<file path="src/rtl/mem_bus_arbiter.sv">
// Memory-port arbiter for icache/dcache line refills and dcache writebacks.
// Define ARB_RR_EN for round-robin between the two read requesters.
module mem_bus_arbiter #(
  parameter int LINE_WORDS = 4,
  parameter int OFFSET_W   = $clog2(LINE_WORDS) + 2
) (
  input  logic        clk,
  input  logic        rst,
  input  logic        i_rreq,
  input  logic [31:0] i_raddr,
  output logic        i_rgnt,
  output logic        i_rvalid,
  output logic        i_rlast,
  output logic [31:0] i_rdata,
  input  logic        d_rreq,
  input  logic [31:0] d_raddr,
  output logic        d_rgnt,
  output logic        d_rvalid,
  output logic        d_rlast,
  output logic [31:0] d_rdata,
  input  logic        d_wreq,
  input  logic [31:0] d_waddr,
  input  logic [31:0] d_wdata,
  output logic        d_wnext,
  output logic        d_wdone,
  output logic        mem_rreq,
  output logic [31:0] mem_raddr,
  output logic [7:0]  mem_rlen,
  input  logic        mem_rrdy,
  input  logic        mem_rvalid,
  input  logic        mem_rlast,
  input  logic [31:0] mem_rdata,
  output logic        mem_wreq,
  output logic [31:0] mem_waddr,
  output logic [7:0]  mem_wlen,
  input  logic        mem_wrdy,
  output logic        mem_wvalid,
  output logic        mem_wlast,
  output logic [31:0] mem_wdata,
  input  logic        mem_wready,
  input  logic        mem_bvalid
);

  localparam int CW = $clog2(LINE_WORDS);
  localparam logic [CW-1:0] LAST = CW'(LINE_WORDS - 1);
  localparam logic [7:0] BLEN = 8'(LINE_WORDS - 1);
  localparam logic [31:0] AMASK =
    ~((32'd1 << OFFSET_W) - 32'd1);

  typedef enum logic [2:0] {
    IDLE, I_RA, I_RD, D_RA, D_RD, D_WA, D_WD, D_WB
  } state_t;

  state_t        state;
  logic [CW-1:0] cnt;
  logic [31:0]   addr_q;
  logic          pick_d;

`ifdef ARB_RR_EN
  // last_d=1 means dcache won the previous read, so icache is favoured
  logic last_d;

  assign pick_d = d_rreq & (~i_rreq | ~last_d);

  always_ff @(posedge clk or posedge rst) begin
    if (rst) begin
      last_d <= 1'b1;
    end else if (state == IDLE && !d_wreq) begin
      if (pick_d)
        last_d <= 1'b1;
      else if (i_rreq)
        last_d <= 1'b0;
    end
  end
`else
  assign pick_d = d_rreq;
`endif

  always_ff @(posedge clk or posedge rst) begin
    if (rst) begin
      state  <= IDLE;
      cnt    <= '0;
      addr_q <= '0;
    end else begin
      case (state)
        IDLE: begin
          if (d_wreq) begin
            state  <= D_WA;
            addr_q <= d_waddr & AMASK;
            cnt    <= '0;
          end else if (pick_d) begin
            state  <= D_RA;
            addr_q <= d_raddr & AMASK;
          end else if (i_rreq) begin
            state  <= I_RA;
            addr_q <= i_raddr & AMASK;
          end
        end
        I_RA: if (mem_rrdy) state <= I_RD;
        D_RA: if (mem_rrdy) state <= D_RD;
        I_RD, D_RD: begin
          if (mem_rvalid && mem_rlast)
            state <= IDLE;
        end
        D_WA: if (mem_wrdy) state <= D_WD;
        D_WD: begin
          if (mem_wready) begin
            cnt <= cnt + 1'b1;
            if (cnt == LAST)
              state <= D_WB;
          end
        end
        D_WB: if (mem_bvalid) state <= IDLE;
        default: state <= IDLE;
      endcase
    end
  end

  logic in_ird, in_drd, in_wd;

  assign in_ird = (state == I_RD);
  assign in_drd = (state == D_RD);
  assign in_wd  = (state == D_WD);

  assign mem_rreq  = (state == I_RA) | (state == D_RA);
  assign mem_raddr = mem_rreq ? addr_q : '0;
  assign mem_rlen  = mem_rreq ? BLEN : '0;
  assign i_rgnt    = (state == I_RA) & mem_rrdy;
  assign d_rgnt    = (state == D_RA) & mem_rrdy;

  assign i_rvalid = in_ird & mem_rvalid;
  assign i_rlast  = in_ird & mem_rlast;
  assign i_rdata  = in_ird ? mem_rdata : '0;
  assign d_rvalid = in_drd & mem_rvalid;
  assign d_rlast  = in_drd & mem_rlast;
  assign d_rdata  = in_drd ? mem_rdata : '0;

  assign mem_wreq   = (state == D_WA);
  assign mem_waddr  = mem_wreq ? addr_q : '0;
  assign mem_wlen   = mem_wreq ? BLEN : '0;
  assign mem_wvalid = in_wd;
  assign mem_wlast  = in_wd & (cnt == LAST);
  assign mem_wdata  = in_wd ? d_wdata : '0;
  assign d_wnext    = in_wd & mem_wready;
  assign d_wdone    = (state == D_WB) & mem_bvalid;

endmodule

</file>
<file path="config.mk">
export PLATFORM = sky130hd
export DESIGN_NAME = mem_bus_arbiter
export DESIGN_NICKNAME = d
export VERILOG_FILES = /design/src/rtl/mem_bus_arbiter.sv
export SDC_FILE = /design/constraint.sdc
export NUM_CORES = 1
export LEC_CHECK = 0
export CAP_MARGIN = 20
export CELL_PAD_IN_SITES_DETAIL_PLACEMENT = 1
export CELL_PAD_IN_SITES_GLOBAL_PLACEMENT = 1
export CORE_MARGIN = 5
export CORE_UTILIZATION = 19
export CTS_CLUSTER_SIZE = 28
export DETAILED_ROUTE_END_ITERATION = 10
export HOLD_SLACK_MARGIN = 0.15
export PLACE_DENSITY = 0.89
export SYNTH_ARGS = -nofsm -noshare
export SYNTH_HDL_FRONTEND = slang
export SYNTH_SLANG_ARGS = --single-unit
export TNS_END_PERCENT = 20
</file>
<file path="constraint.sdc">
create_clock -name clk -period 2.76 [get_ports clk]
set_input_delay 0.414 -clock clk [delete_from_list [all_inputs] [get_ports clk]]
set_output_delay 0.414 -clock clk [all_outputs]
set_load 0.05 [all_outputs]
</file>
==> key figures, run 1 <==
Outcome
  • Outcome: finished, final reports clean

CTS
  • Worst-case clock buffer depth: 2
  • H-tree depth: 2
  • CTS Sinks: 33
  • Root buffer selected by CTS: sky130_fd_sc_hd__clkbuf_16
  • Number of buffers inserted to repair setup after CTS: 0
  • TritonCTS clock tree: built
  • Total CTS buffers: 5
  • Clock slew at the register clock pins of the worst setup and hold paths: 0.06 ns
  • Worst-Skew Late Latency: 0.27 ns
  • Hold bufs inserted after CTS: 0
  • Cells resized by post-CTS repair: 0

Routing
  • DRC Markers: 0
  • Remaining antenna violation count: 0
  • Wire length reported by the detailed router: 17800 µm
  • Routed wire length per instance: 18.5 µm
  • Via count: 4087
  • Initial DRC Count: 107
  • Detailed-router iteration count before antenna repair: 4
  • Average vias per placed instance: 4.25

Place
  • I/O Buffers: 326
  • Detailed Place HPWL: 15100 µm
  • Number of placed instances, taps included: 953
  • Placer congestion estimate: 0.787

Finish
  • Antenna cells: 0
  • Count of filler cells inserted in the layout: 1796
  • Share of post-route cells with drive strength above 1: 25.9%
  • Layout net count: 912
  • Number of standard cells in the final layout excluding fillers: 961
  • Layout area overhead: 148%

Die
  • Die area: 19700 µm²
  • Placement row count: 47
  • I/O pins: 359
  • Height of the die: 140 µm
  • Initial core utilization: 19.4%
  • Floorplan die width: 140 µm
  • Core outline area: 16600 µm²

Power
  • Net Switching: 3.73 mW
  • Net switching share of the total power: 50.9%
  • Power share of the combinational group: 78.9%
  • Power density normalized to cell area: 915 nW/µm²
  • Power share of the clock group: 9.0%
  • Internal Power: 3.60 mW
  • Worst IR drop on VDD: 365 µV
  • Fraction of power consumed by sequential logic: 12.1%
  • LEAKAGE: 3.48 nW
  • Overall power of the completed layout: 7.33 mW

Timing
  • Clock Skews: 0.00415 ns
  • Actual slew at the worst max-slew pin: 0.618 ns
  • Unrepaired setup endpoints after global routing: false
  • Minimum clock period: 2.41 ns
  • Number of pins with negative max-slew slack in the final report: 0
  • Maximum operating frequency: 415 MHz
  • Total count of hold-check failures in the final report: 0
  • Final number of setup-violating endpoints: 0
  • Worst slew margin: 58.8%
  • Worst hold slack: 0.494 ns
  • Share of the clock period used by the worst path: 87.2%
  • Sum Neg Setup Slack: 0 ns

Logic synthesis
  • Most instantiated library cell after synthesis: sky130_fd_sc_hd__and2_1
  • Area of the mapped netlist: 3230 µm²
  • Flops & latches, synth: 33
  • Top post-synthesis cells by area: sky130_fd_sc_hd__and2_1 30%, sky130_fd_sc_hd__dfrtp_1 26%, sky130_fd_sc_hd__mux2i_1 9.0%
  • Top cell type by total area after synthesis: sky130_fd_sc_hd__and2_1
  • Synthesized area per cell: 7.38 µm²
  • Top flip-flop cell by instance count after synthesis: sky130_fd_sc_hd__dfrtp_1
  • Commonest cells in the netlist: 157 x sky130_fd_sc_hd__and2_1, 34 x sky130_fd_sc_hd__nand2_1, 33 x sky130_fd_sc_hd__dfrtp_1, 33 x sky130_fd_sc_hd__nor2_1, 31 x sky130_fd_sc_hd__a21oi_1
  • Number of warning messages in the yosys log: 0
  • Count of flip-flops with a built-in enable after synthesis: 0
  • Fraction of synthesized cell area taken by the top area cell type: 30.4%
  • Unique cell type count in the Yosys netlist: 34
  • Fraction of the yosys area taken by sequential cells: 25.5%
  • Share of flip-flops with an asynchronous set or reset after synthesis: 100%
  • Gate count after technology mapping: 438

Critical path
  • Arrival time at the worst endpoint: 1.99 ns
  • Type of destination of the critical path: primary output
  • WP data required: 2.35 ns
  • Critical path startpoint category: register
  • Cell with the largest stage delay on the worst path: sky130_fd_sc_hd__dfrtp_1
  • Cell chain of the critical path: nor3b_2 > buf_4 > and2_1 > buf_12
  • Kind of critical path: reg -> out
  • Biggest fanout along the worst timing path: 34
  • Worst path max stage delay: 0.73 ns

Worst hold path
  • Type of the tightest min-delay check: reg -> reg

GRT
  • Maximum number of pins on one net before global-route repair: 57
  • Global-route usage over all layers: 17.0%
  • Vias in the first global route: 4366
  • Remaining global-route overflow: 0
  • Wire length of the first global-routing pass: 26400 µm
  • Number of antenna violations at the first check in global routing: 0

Job
  • MaxCap Viol Count: 0
[state kept, by name (all words and copies together), names as in the netlist]
name,count
state,3
addr_q,28
cnt,2
[critical path: cells and delay by family (launching register included)]
kind          cells  cell delay, ns
simple gates      2            0.51
flops             1            0.73
buf+inv           2            0.45
[cells by family after synthesis]
kind of cell    synth area share (%)
compound gates                  11.8
fa+ha+maj                      0.387
buf+inv                         11.5
flops                           25.5
mux                             9.33
other cells                    0.116
simple gates                    41.3
[power groups by stage]
stage | logic [mW] | clock network, mW | registers, mW
floorplan | 3.24 | 0 | 0.813
global placement | 5.76 | 0 | 0.875
detailed placement | 5.86 | 0 | 0.898
CTS | 5.87 | 0.683 | 0.888
global route | 6.07 | 0.700 | 0.928
finish | 5.78 | 0.661 | 0.884
[stage by stage]
stage          util (%)  worst slack, ns  area, µm²
2_1_floorplan         -            0.155       3300
3_3_place_gp       47.1            0.688       7840
3_5_place_dp       47.1            0.618       7840
4_1_cts            48.1            0.316       8010
5_1_grt            48.1            0.185       8010
6_report           48.1            0.352       8010
[cells in the final DEF (no fill, tap or decap), drive strengths merged]
cell type / Yosys / final
inv: 3 / 3
o311a: 1 / 1
o21ai: 30 / 30
and3: 1 / 1
a22oi: 1 / 1
nor3b: 3 / 3
dfrtp: 33 / 33
nand2b: 1 / 1
conb: 1 / 20
a211o: 1 / 1
a21oi: 31 / 31
a211oi: 2 / 2
o31a: 1 / 1
mux2: 1 / 1
ha: 1 / 1
nor3: 3 / 3
or4b: 1 / 1
nand3: 3 / 3
nor2b: 1 / 1
a32oi: 1 / 1
clkdlybuf4s50: 0 / 159
nand2: 34 / 34
or4: 1 / 1
o221ai: 1 / 1
mux2i: 29 / 29
and3b: 1 / 1
nor2: 33 / 33
clkbuf: 24 / 7
bufinv: 0 / 1
buf: 37 / 178
and2: 157 / 157
a41oi: 1 / 1
[area by class of cell]
cell class	count	area [µm²]	share of cell area (%)
Clock inverter	1	30.0	0.375
Clock buffer	7	143	1.78
Sequential cell	33	826	10.3
Inverter	3	11.3	0.141
Multi-Input combinational cell	360	2120	26.5
Timing Repair Buffer	337	4600	57.4
Tap cell	220	275	3.44
[routing by layer]
| layer | wire length [µm] | track usage [%] | up-vias |
|---|---|---|---|
| met5 | 0 | 0 | - |
| met4 | 180 | 2.60 | 0 |
| met3 | 1890 | 7.12 | 11 |
| met2 | 9480 | 32.4 | 199 |
| met1 | 6210 | 17.4 | 1902 |
| li1 | - | - | 1975 |
[path summary, 6_finish.rpt]
path	start	endpoint	slack, ns	cells after the start
max	state[1]	i_rdata[4]	0.35	4
min	addr_q[30]	addr_q[30]	0.49	2
max reg2reg	state[1]	addr_q[26]	0.83	3
min reg2reg	addr_q[30]	addr_q[30]	0.49	2
max in group asynchronous	rst	addr_q[30]	1.86	3
min in group asynchronous	rst	addr_q[20]	0.56	3
No activity file was read; power rests on OpenSTA's default activity.
==> inputs of run 2 (changes only) <==
CORE_AREA = 2 2 138 140   (was not set)
CORE_MARGIN = not set   (was 5)
CORE_UTILIZATION = not set   (was 19)
DIE_AREA = 0 0 140 142   (was not set)
GPL_TIMING_DRIVEN = 0   (was not set)
PLACE_DENSITY = 0.84   (was 0.89)
==> run 2 against run 1 <==
  * The flow now finishes with violations (design-rule violations)
  * Clock power barely moved
  * Core utilization fell by 11 points
  * Sequential power fell by 3.1%
  * Combinational power fell by 20%
  * Final area fell by 15%
==> key figures, run 2 (synthesis gave the netlist of run 1 again) <==
Outcome
  • Outcome: complete, but fails checks
  • Violations in the final reports: design-rule violations

CTS
  • Clock slew at the register clock pins of the worst setup and hold paths: 0.06 ns
  • CTS Sinks: 33
  • Hold bufs inserted after CTS: 0
  • H-tree depth: 2
  • Worst-Skew Late Latency: 0.27 ns
  • Root buffer selected by CTS: sky130_fd_sc_hd__clkbuf_16
  • Total CTS buffers: 5
  • TritonCTS clock tree: built
  • Worst-case clock buffer depth: 2

Critical path
  • Cell with the largest stage delay on the worst path: sky130_fd_sc_hd__clkdlybuf4s15_2
  • Kind of cell with the highest combined delay on the critical path: buffers and inverters
  • Critical path buffer and inverter count: 4
  • Number of cells on the critical path: 6
  • Launch point of the critical path: state[2]
  • WP data required: 2.35 ns
  • Type of destination of the critical path: primary output
  • Reg-to-reg setup timing slack: 1.07 ns
  • Critical path startpoint category: register
  • Worst path max stage delay: 0.38 ns
  • RR Startpoint: state[1]
  • Cell chain of the critical path: buf_2 > nor3b_2 > clkbuf_4 > clkbuf_2 > and2_1 > clkdlybuf4s15_2
  • Number of cell instances on the worst register-to-register path: 6
  • Biggest fanout along the worst timing path: 10
  • Kind of critical path: reg -> out
  • Arrival time at the worst endpoint: 2.24 ns
  • Worst r2r dst: addr_q[15]

Die
  • Floorplan die width: 140 µm
  • Height of the die: 142 µm
  • Placement row count: 50
  • Core outline area: 18500 µm²
  • Initial core utilization: 17.5%
  • I/O pins: 359
  • Die area: 19900 µm²

Timing
  • Final number of setup-violating endpoints: 0
  • Total count of hold-check failures in the final report: 0
  • Share of the clock period used by the worst path: 96.3%
  • Number of pins with negative max-slew slack in the final report: 0
  • Actual slew at the worst max-slew pin: 0.796 ns
  • Worst hold slack: 0.489 ns
  • Unrepaired setup endpoints after global routing: true
  • Minimum clock period: 2.66 ns
  • Worst slew margin: 46.9%
  • Clock Skews: 0.00503 ns
  • Maximum operating frequency: 376 MHz
  • Sum Neg Setup Slack: 0 ns

Finish
  • Layout net count: 961
  • Share of post-route cells with drive strength above 1: 22.5%
  • Antenna cells: 0
  • Most common cell after layout, fill and taps aside: sky130_fd_sc_hd__clkdlybuf4s50_1
  • Biggest registers after layout: addr_q: 28 flops, state: 3 flops, cnt: 2 flops
  • Largest register FFs: 28
  • Commonest cells after routing, fill and taps aside: 161 x sky130_fd_sc_hd__clkdlybuf4s50_1, 157 x sky130_fd_sc_hd__and2_1, 66 x sky130_fd_sc_hd__clkbuf_2, 56 x sky130_fd_sc_hd__clkdlybuf4s15_2, 34 x sky130_fd_sc_hd__nand2_1
  • Number of standard cells in the final layout excluding fillers: 1024
  • Layout area overhead: 111%
  • Top reg by flops: addr_q
  • Count of filler cells inserted in the layout: 2252
  • Post-route cell area: 6810 µm²

GRT
  • Wire length of the first global-routing pass: 25300 µm
  • Global-route usage over all layers: 16.0%
  • Remaining global-route overflow: 0
  • Vias in the first global route: 4592
  • Number of antenna violations at the first check in global routing: 0
  • Maximum number of pins on one net before global-route repair: 34

Routing
  • Remaining antenna violation count: 0
  • Initial DRC Count: 145
  • Met3 routed wirelength: 1250 µm
  • Routed wire length per instance: 16.1 µm
  • Detailed-router iteration count before antenna repair: 11
  • Detailed route wirelength on metal2: 8630 µm
  • Via count: 4202
  • Met1 Routed Length: 6510 µm
  • Average vias per placed instance: 4.10
  • Top layer used by detailed routing: met4
  • DRC Markers: 18
  • Wire length reported by the detailed router: 16500 µm

Place
  • I/O Buffers: 325
  • Number of placed instances, taps included: 1016
  • Placer congestion estimate: 0.748
  • Detailed Place HPWL: 13800 µm
  • Dpl cell area: 6850 µm²

Power
  • Power density normalized to cell area: 902 nW/µm²
  • LEAKAGE: 3.34 nW
  • Worst IR drop on VDD: 401 µV
  • Overall power of the completed layout: 6.15 mW

Worst hold path
  • Worst hold path stage count: 2
  • Hold Startpoint: addr_q[20]
  • Type of the tightest min-delay check: reg -> reg
  • Terminating pin of the worst hold path: addr_q[20]

Job
  • MaxCap Viol Count: 0
-- run 2: cell types whose count changed in the layout (fill, tap and decap cells not counted), sizes merged --
cell / before / now
buf: 178 / 41
clkbuf: 7 / 91
clkdlybuf4s15: 0 / 63
dlygate4sd2: 0 / 28
dlymetal6s2s: 0 / 9
clkdlybuf4s50: 159 / 161
-- run 2: power breakdown --
part / internal (mW) / switching (mW) / leakage (nW)
Clock: 0.451 / 0.213 / 0.0841
Sequential: 0.713 / 0.144 / 0.412
Combinational: 1.43 / 3.19 / 2.84
-- run 2: worst reg2reg max path, cell delays in order, from the launching register on --
cell,delay [ns]
sky130_fd_sc_hd__dfrtp_1,0.37
sky130_fd_sc_hd__buf_6,0.14
sky130_fd_sc_hd__or4_4,0.52
sky130_fd_sc_hd__buf_6,0.17
sky130_fd_sc_hd__buf_2,0.19
sky130_fd_sc_hd__nand2_1,0.09
sky130_fd_sc_hd__o21ai_1,0.07
-- run 2: area by class of cell --
class                           count  area [µm²]  area share [%]
Timing Repair Buffer              325        3000            44.0
Multi-Input combinational cell    360        2140            31.4
Sequential cell                    33         826            12.1
Buffer                             61         373            5.47
Tap cell                          234         293            4.30
Clock buffer                        7         143            2.09
Clock inverter                      1        30.0           0.441
Inverter                            3        11.3           0.165
-- run 2: what timing repair did --
action,CTS,global route
hold endpoints to repair,0,0
endpoints found under the setup margin,162,121
gates resized for setup,289,130
setup buffers,0,0
-- run 2: worst max path at each step --
| stage | endpoint | slack [ns] |
|---|---|---|
| after floorplan | i_rgnt | 0.16 |
| after global placement | mem_waddr[21] | -0.39 |
| after detailed placement | mem_waddr[20] | -0.46 |
| after CTS | mem_raddr[27] | -0.03 |
| after global routing | d_rdata[29] | -0.11 |
| final | mem_waddr[21] | 0.10 |
-- run 2: layer usage --
| metal | GRT usage, % | up-vias |
|---|---|---|
| li1 | - | 2073 |
| met1 | 18.6 | 1934 |
| met2 | 30.3 | 187 |
| met3 | 3.87 | 8 |
| met4 | 2.71 | 0 |
| met5 | 0 | - |
-- run 2: per-stage QoR --
stage	worst slack, ns	utilization [%]
6_report	0.102	36.9
5_1_grt	-0.111	36.9
4_1_cts	-0.0292	38.0
3_5_place_dp	-0.462	37.1
3_3_place_gp	-0.394	37.1
2_1_floorplan	0.155	-
